File: src/rtl/sha1_sched_mc_if.sv
// Handshake/data bundle between the message source and the SHA-1 schedule generator.
// With SHA1_SCHED_SHA0_EN defined the bundle also carries the sha0 select.
interface sha1_sched_mc_if #(
   parameter int CHANNELS = 1
);
   localparam int CW = (CHANNELS > 1) ? $clog2(CHANNELS) : 1;

   logic          start;
   logic [31:0]   din;
`ifdef SHA1_SCHED_SHA0_EN
   logic          sha0;
`endif
   logic [31:0]   w_out;
   logic          w_valid;
   logic [6:0]    round;
   logic [1:0]    phase;
   logic [CW-1:0] chan;
   logic          load;
   logic          busy;
   logic          done;

   modport master (
`ifdef SHA1_SCHED_SHA0_EN
      output sha0,
`endif
      output start, din,
      input  w_out, w_valid, round, phase, chan, load, busy, done
   );

   modport slave (
`ifdef SHA1_SCHED_SHA0_EN
      input  sha0,
`endif
      input  start, din,
      output w_out, w_valid, round, phase, chan, load, busy, done
   );
endinterface

File: src/rtl/sha1_sched_mc.sv
// Multi-channel SHA-1 message schedule and round-control generator, one slot per clock.
// Define SHA1_SCHED_SHA0_EN to add the sha0 select (expansion without rotl1).
module sha1_sched_mc #(
   parameter int CHANNELS  = 1,
   parameter int PHASE_LEN = 20
) (
   input  logic           clk,
   input  logic           rst_n,
   sha1_sched_mc_if.slave bus
);
   localparam int CW = (CHANNELS > 1) ? $clog2(CHANNELS) : 1;
   localparam int HD = 16 * CHANNELS;
   localparam int R  = 4 * PHASE_LEN;

   localparam logic [6:0]    P1     = 7'(PHASE_LEN);
   localparam logic [6:0]    P2     = 7'(2 * PHASE_LEN);
   localparam logic [6:0]    P3     = 7'(3 * PHASE_LEN);
   localparam logic [6:0]    T_LAST = 7'(R - 1);
   localparam logic [CW-1:0] C_LAST = CW'(CHANNELS - 1);

   typedef enum logic [1:0] {IDLE, LOAD, EXPAND} state_t;

   state_t              state_reg;
   logic [6:0]          t_reg;
   logic [CW-1:0]       c_reg;
   logic [HD-1:0][31:0] hist_reg;

   logic [31:0] mix;
   logic [31:0] w_next;
   logic [1:0]  phase_next;
   logic        chan_last;
   logic        use_rotl;

`ifdef SHA1_SCHED_SHA0_EN
   logic sha0_reg;
   assign use_rotl = ~sha0_reg;
`else
   assign use_rotl = 1'b1;
`endif

   // hist_reg[d-1] holds the word emitted d slots ago; d = n*CHANNELS stays in one channel.
   always_comb begin
      mix = hist_reg[3*CHANNELS-1] ^ hist_reg[8*CHANNELS-1] ^
            hist_reg[14*CHANNELS-1] ^ hist_reg[16*CHANNELS-1];
      if (state_reg == LOAD)
         w_next = bus.din;
      else if (use_rotl)
         w_next = {mix[30:0], mix[31]};
      else
         w_next = mix;

      if (t_reg >= P3)
         phase_next = 2'd3;
      else if (t_reg >= P2)
         phase_next = 2'd2;
      else if (t_reg >= P1)
         phase_next = 2'd1;
      else
         phase_next = 2'd0;

      chan_last = (c_reg == C_LAST);
   end

   always_ff @(posedge clk or negedge rst_n) begin
      if (!rst_n) begin
         state_reg   <= IDLE;
         t_reg       <= '0;
         c_reg       <= '0;
         hist_reg    <= '0;
`ifdef SHA1_SCHED_SHA0_EN
         sha0_reg    <= 1'b0;
`endif
         bus.w_out   <= '0;
         bus.w_valid <= 1'b0;
         bus.round   <= '0;
         bus.phase   <= '0;
         bus.chan    <= '0;
         bus.load    <= 1'b0;
         bus.busy    <= 1'b0;
         bus.done    <= 1'b0;
      end else begin
         case (state_reg)
            IDLE: begin
               bus.w_valid <= 1'b0;
               bus.done    <= 1'b0;
               if (bus.start) begin
                  state_reg <= LOAD;
                  t_reg     <= '0;
                  c_reg     <= '0;
                  bus.busy  <= 1'b1;
`ifdef SHA1_SCHED_SHA0_EN
                  sha0_reg  <= bus.sha0;
`endif
               end
            end
            LOAD, EXPAND: begin
               bus.w_out   <= w_next;
               bus.w_valid <= 1'b1;
               bus.round   <= t_reg;
               bus.phase   <= phase_next;
               bus.chan    <= c_reg;
               bus.load    <= (state_reg == LOAD);
               bus.done    <= 1'b0;
               hist_reg    <= {hist_reg[HD-2:0], w_next};

               if (chan_last) begin
                  c_reg <= '0;
                  t_reg <= t_reg + 7'd1;
               end else begin
                  c_reg <= c_reg + CW'(1);
               end

               if (chan_last && state_reg == LOAD && t_reg == 7'd15)
                  state_reg <= EXPAND;

               // Final slot: busy drops together with the last valid word.
               if (chan_last && state_reg == EXPAND && t_reg == T_LAST) begin
                  state_reg <= IDLE;
                  t_reg     <= '0;
                  bus.busy  <= 1'b0;
                  bus.done  <= 1'b1;
               end
            end
            default: state_reg <= IDLE;
         endcase
      end
   end
endmodule

File: src/flat_wrapper.sv
// flat-port wrapper written by rule: the top's interface ports become plain ports
module sha1_sched_mc_flat 
#(
   parameter int CHANNELS  = 1,
   parameter int PHASE_LEN = 20
)
  (clk, rst_n, bus_start, bus_din, bus_w_out, bus_w_valid, bus_round, bus_phase, bus_chan, bus_load, bus_busy, bus_done);
  sha1_sched_mc_if #(.CHANNELS(CHANNELS)) bus_i ();
  input  logic clk;
  input  logic rst_n;
  input wire logic [$bits(bus_i.start)-1:0] bus_start;
  input wire logic [$bits(bus_i.din)-1:0] bus_din;
  output wire logic [$bits(bus_i.w_out)-1:0] bus_w_out;
  output wire logic [$bits(bus_i.w_valid)-1:0] bus_w_valid;
  output wire logic [$bits(bus_i.round)-1:0] bus_round;
  output wire logic [$bits(bus_i.phase)-1:0] bus_phase;
  output wire logic [$bits(bus_i.chan)-1:0] bus_chan;
  output wire logic [$bits(bus_i.load)-1:0] bus_load;
  output wire logic [$bits(bus_i.busy)-1:0] bus_busy;
  output wire logic [$bits(bus_i.done)-1:0] bus_done;
  assign bus_i.start = bus_start;
  assign bus_i.din = bus_din;
  assign bus_w_out = bus_i.w_out;
  assign bus_w_valid = bus_i.w_valid;
  assign bus_round = bus_i.round;
  assign bus_phase = bus_i.phase;
  assign bus_chan = bus_i.chan;
  assign bus_load = bus_i.load;
  assign bus_busy = bus_i.busy;
  assign bus_done = bus_i.done;
  sha1_sched_mc #(.CHANNELS(CHANNELS), .PHASE_LEN(PHASE_LEN)) u_core (.clk(clk), .rst_n(rst_n), .bus(bus_i));
endmodule
File: config.mk
export PLATFORM = sky130hd
export DESIGN_NAME = sha1_sched_mc_flat
export DESIGN_NICKNAME = d
export VERILOG_FILES = /design/src/rtl/sha1_sched_mc_if.sv /design/src/rtl/sha1_sched_mc.sv /design/src/flat_wrapper.sv
export SDC_FILE = /design/constraint.sdc
export NUM_CORES = 1
export LEC_CHECK = 0
export CAP_MARGIN = 20
export CORE_MARGIN = 5
export CORE_UTILIZATION = 65
export CTS_CLUSTER_DIAMETER = 120
export DETAILED_ROUTE_END_ITERATION = 8
export PLACE_DENSITY_LB_ADDON = 0.05
export SLEW_MARGIN = 0
export SYNTH_ARGS = -nofsm -noshare
export SYNTH_HDL_FRONTEND = slang
export SYNTH_SLANG_ARGS = --single-unit
File: constraint.sdc
create_clock -name clk -period 3.9 [get_ports clk]
set_clock_uncertainty 0.2 [all_clocks]
set_input_delay 0.78 -clock clk [delete_from_list [all_inputs] [get_ports clk]]
set_output_delay 0.78 -clock clk [all_outputs]
set_load 0.1 [all_outputs]
---- Yosys cells after proc, flatten, opt, wreduce, memory -nomap -nowiden ----
Cells that the tools add are included.
storage, ports and cells
  register bits after elaboration ......... 536
  input port bits ......................... 35
  output and inout port bits .............. 46
  word-level logic and storage cells ...... 75
operators by class
  add/sub/neg operators ................... 2
  order comparisons ....................... 3
  equality and inequality tests ........... 8
  mux-type cells .......................... 21
  bitwise gates (word level) .............. 4
  reduce and logical (&&, ||, !) cells .... 11
operators by type and width
  cell                                                                                 number
  32-bit XOR                                                                           3
  32-bit 2-to-1 mux                                                                    1
  7-bit 2-to-1 mux                                                                     3
  7-bit by 6-bit greater-or-equal comparator with 1-bit output, second input constant  2
  7-bit case mux with 2 select lines                                                   1
  2-bit 2-to-1 mux                                                                     5
  1-bit case mux with 2 select lines                                                   4
  7-bit by 1-bit adder with 7-bit output, second input constant                        1
  7-bit by 4-bit equality test with 1-bit output, second input constant                1
  7-bit equality test, second input constant                                           1
  7-bit by 5-bit greater-or-equal comparator with 1-bit output, second input constant  1
  1-bit 2-to-1 mux                                                                     6
  3-bit AND reduction                                                                  2
  1-bit logical AND                                                                    4
  2-bit case mux with 2 select lines                                                   1
  2-bit AND reduction                                                                  2
  3-bit by 1-bit inequality test with 1-bit output, second input constant              1
  3-bit inequality test, second input constant                                         1
  2-bit by 1-bit equality test with 1-bit output, second input constant                1
  2-bit equality test, second input constant                                           1
  2-bit logical NOT                                                                    1
  2-bit by 1-bit inequality test with 1-bit output, second input constant              1
  2-bit inequality test, second input constant                                         1
  2-bit nonzero test                                                                   1
  3 further kinds                                                                      3

---- Depth between registers and ports, before layout ----
  depth after elaboration ................. 6
  gate-level depth with buffers ........... 7
  mapped depth without buffers ............ 6

---- Worst setup path before layout ----
Ideal clock, no wire load.
  kind .................................... input to register
  start point ............................. input port bus_start
  end point ............................... register u_core.state_reg[0]
  library setup time ...................... 125 ps
  arrival time ............................ 1593 ps
  data required time ...................... 3575 ps
  slack ................................... 1982 ps
  stages on the path ...................... 4
  buffers on the path ..................... 0
  cells stage by stage .................... nor2b_1 > a221oi_2 > o21ai_1 > mux2_4
between the ends
  cells in the longest elaborated chain, start to end .. 2
ends and longest elaborated chain
  element                          RTL line              source
  start: declaration               flat_wrapper.sv:11    input wire logic [$bits(bus_i.start)-1:0] bus_start;
  2-bit inequality test (no line)  -
  2-bit AND reduction (no line)    -
  end signal: assignment           sha1_sched_mc.sv:66   state_reg <= IDLE;
  end signal: assignment           sha1_sched_mc.sv:87   state_reg <= LOAD;
  end signal: assignment           sha1_sched_mc.sv:114  state_reg <= EXPAND;
  end: declaration                 sha1_sched_mc.sv:23   state_t state_reg;
Every way passes these cells.
A chain may end at the register's enable or synchronous reset.

---- Worst setup path after layout ----
  start point ............................. register u_core.bus.w_out[3]
  end point ............................... output port bus_w_out[3]
RTL lines
  element                   RTL line                source
  start: declaration        sha1_sched_mc_if.sv:35  output w_out, w_valid, round, phase, chan, load, busy, done
  start signal: assignment  sha1_sched_mc.sv:97     bus.w_out <= w_next;
  end: declaration          flat_wrapper.sv:13      output wire logic [$bits(bus_i.w_out)-1:0] bus_w_out;
No word-level cell between the ends.

==> impl_metrics.env <==
export IMPL_cts_root_buffer="clkbuf_16"
export IMPL_pre_cts_ws_ps=1370
export IMPL_synth_cells=1388
export IMPL_gp_congestion=0.742
export IMPL_clk_latency_ps=550
export IMPL_worst_pin_slew_ps=987
export IMPL_period_needed_ps=3050
export IMPL_multiInputGateArea_um2=7470
export IMPL_vias_per_cell=5.39
export IMPL_synth_main_ff_cell="dfrtp_1"
export IMPL_grt_pass1_wl_um=55100
export IMPL_worst_setup_path_type="reg -> out"
export IMPL_rr_startpoint="u_core.state_reg[0]"
export IMPL_power_density_nw_per_um2=1010
export IMPL_cts_buffers=53
export IMPL_ys_types=38
export IMPL_ctsHoldBuffers=0
export IMPL_status="finished clean"
export IMPL_crit_chain="clkdlybuf4s50_1"
export IMPL_dieArea_um2=36700
export IMPL_regToRegSetupSlack_ps=1380
export IMPL_reg2reg_to="u_core.hist_reg[506]"
export IMPL_cts_tree="done"
export IMPL_yosys_area_top_type_share_pct=62.3
export IMPL_critPathMaxStageDelay_ps=1150
export IMPL_cts_sinks=534
export IMPL_ys_warn_count=0
export IMPL_slowest_stage="clkdlybuf4s50_1"
export IMPL_fill_cells=2097
export IMPL_grt_max_degree=108
export IMPL_drv_slew=0
export IMPL_fin_crit_sh_pct=78.3
export IMPL_synthTopCellsByArea="dfrtp_1, mux2_2, xnor2_1"
export IMPL_whs_ps=48.9
export IMPL_worstSetupEndpointType="output port"
export IMPL_grt_usage_pct=17.9
export IMPL_io_pin_count=81
export IMPL_synth_edf_count=0
export IMPL_largest_reg_flops=480
export IMPL_post_dp_cell_area_um2=22500
export IMPL_via_count=10400
export IMPL_critPathTopFamily="buffers and inverters"
export IMPL_crit_path_start_kind="flop"
export IMPL_chipHeight_um=192
export IMPL_min_path_type="in -> async"
export IMPL_setup_viol=0
export IMPL_start_util_pct=65.9
export IMPL_clk_path_buf_depth=3
export IMPL_crit_fanout=3
export IMPL_grt_overflow=0
export IMPL_drc=0
export IMPL_hpwl_um=18500
export IMPL_required_ps=2920
export IMPL_worstRegToRegCells=4
export IMPL_num_rows=66
export IMPL_arrival_ps=2070
export IMPL_slew_headroom_pct=34.0
export IMPL_first_pass_iters=4
export IMPL_syn2layout_area_growth_pct=13.1
export IMPL_cap_violations=0
export IMPL_post_cts_buffers=0
export IMPL_cp_depth=1
export IMPL_port_buffer_count=79
export IMPL_nets=1487
export IMPL_core_area_um2=32500
export IMPL_drtIter0Drc=380
export IMPL_synthTopCellsByCount="dfrtp_1, mux2_2, xnor2_1"
export IMPL_critPathBufInv=1
export IMPL_antenna_found_initial=0
export IMPL_final_seq_area_um2=13400
export IMPL_fin_tns_setup_ps=0
export IMPL_synth_fp_nets=1430
export IMPL_async_flop_share_pct=100
export IMPL_design_area_um2=24200
export IMPL_synth_area_um2=21400
export IMPL_totalWireLength_um=30700
export IMPL_die_x_um=192
export IMPL_yosysSeqAreaShare_pct=62.3
export IMPL_leakagePower_nw=10.7
export IMPL_timing_final_ws_setup_ps=847
export IMPL_rsz0062_at_grt="false"
export IMPL_fmax_mhz=328
export IMPL_ant_nets=0
export IMPL_cts_max_level=2
export IMPL_hold_violations=0
export IMPL_path_clk_slew_ps=60
export IMPL_yosysTopAreaCell="dfrtp_1"
export IMPL_first_global_vias=11100
export IMPL_drive_gt1_share_pct=43.1
export IMPL_syn_avg_cell_area_um2=15.4
export IMPL_antenna_cells=0
export IMPL_synth_most_common_cell="dfrtp_1"
export IMPL_cts_resized=0
export IMPL_ys_seq_elements=534
export IMPL_vdd_drop_max_mv=0.619
export IMPL_post_drt_wl_per_cell_um=15.9
how the worst max path moves through the flow:
stage | start | endpoint | slack, ps
floorplan | bus_start | u_core.state_reg[0] | 1980
detailed placement | bus_start | u_core.state_reg[0] | 1370
finish | u_core.bus.w_out[3] | bus_w_out[3] | 850
global placement | bus_start | u_core.state_reg[0] | 1420
global route | u_core.bus.w_out[2] | bus_w_out[2] | 750
CTS | u_core.bus.w_out[2] | bus_w_out[2] | 800
metal layers:
layer / global-route usage [%] / part of all wire, % / vias to the layer above
li1: - / - / 4900
met5: 0 / 0 / -
met3: 2.82 / 3.2 / 51
met1: 25.8 / 46 / 5327
met4: 4.45 / 1.9 / 0
met2: 29.0 / 49 / 107
logic make-up (layout without fill, tap and decap cells):
group | Yosys count | in the layout | synth area share, %
AO/OA/AOI/OAI | 45 | 45 | 1.18
multiplexers | 522 | 522 | 27.4
buffers and inverters | 110 | 208 | 2.93
XOR/XNOR | 100 | 100 | 4.08
AND/OR/NAND/NOR | 68 | 68 | 1.59
other | 1 | 1 | 0.0175
adder cells (fa/ha/maj) | 8 | 8 | 0.461
flip-flops | 534 | 534 | 62.3
per-stage QoR:
stage,utilization [%],cells,total power [W]
floorplan,-,1388,0.0178
global placement,69.2,1832,0.0192
detailed placement,69.2,1832,0.0196
CTS,74.5,1928,0.0247
global route,74.5,1928,0.0260
finish,74.5,1928,0.0244
where the power goes:
part           internal, W  total (W)  switching, W
registers          0.00830    0.00985       0.00156
logic              0.00506    0.00959       0.00453
clock network      0.00294    0.00494       0.00200
cell type report:
type	count	share of cell area, %
Clock inverter	13	0.490
Clock buffer	83	6.61
Timing Repair Buffer	105	4.60
Inverter	7	0.108
Sequential cell	534	55.1
Multi-Input combinational cell	744	30.8
Tap cell	442	2.28
cell usage in the layout (no fill, tap or decap), types with 2 or more instances in the layout:
cell type          n
clkbuf_1          16
clkbuf_8          12
xnor2_1          100
inv_1              6
bufinv_16          2
ha_1               5
buf_4             16
clkinv_2          10
a21oi_2            2
mux2_1             2
nor2b_1            3
buf_12            10
nand3_1            2
or2_2              2
nand2_1           39
dfrtp_1          534
clkdlybuf4s50_1   78
nor2_1            10
o21ai_0           32
nor4b_2            2
clkbuf_16         55
nor4_1             2
mux2_2           518
o21ai_1            6
No activity file was read; power rests on OpenSTA's default activity.
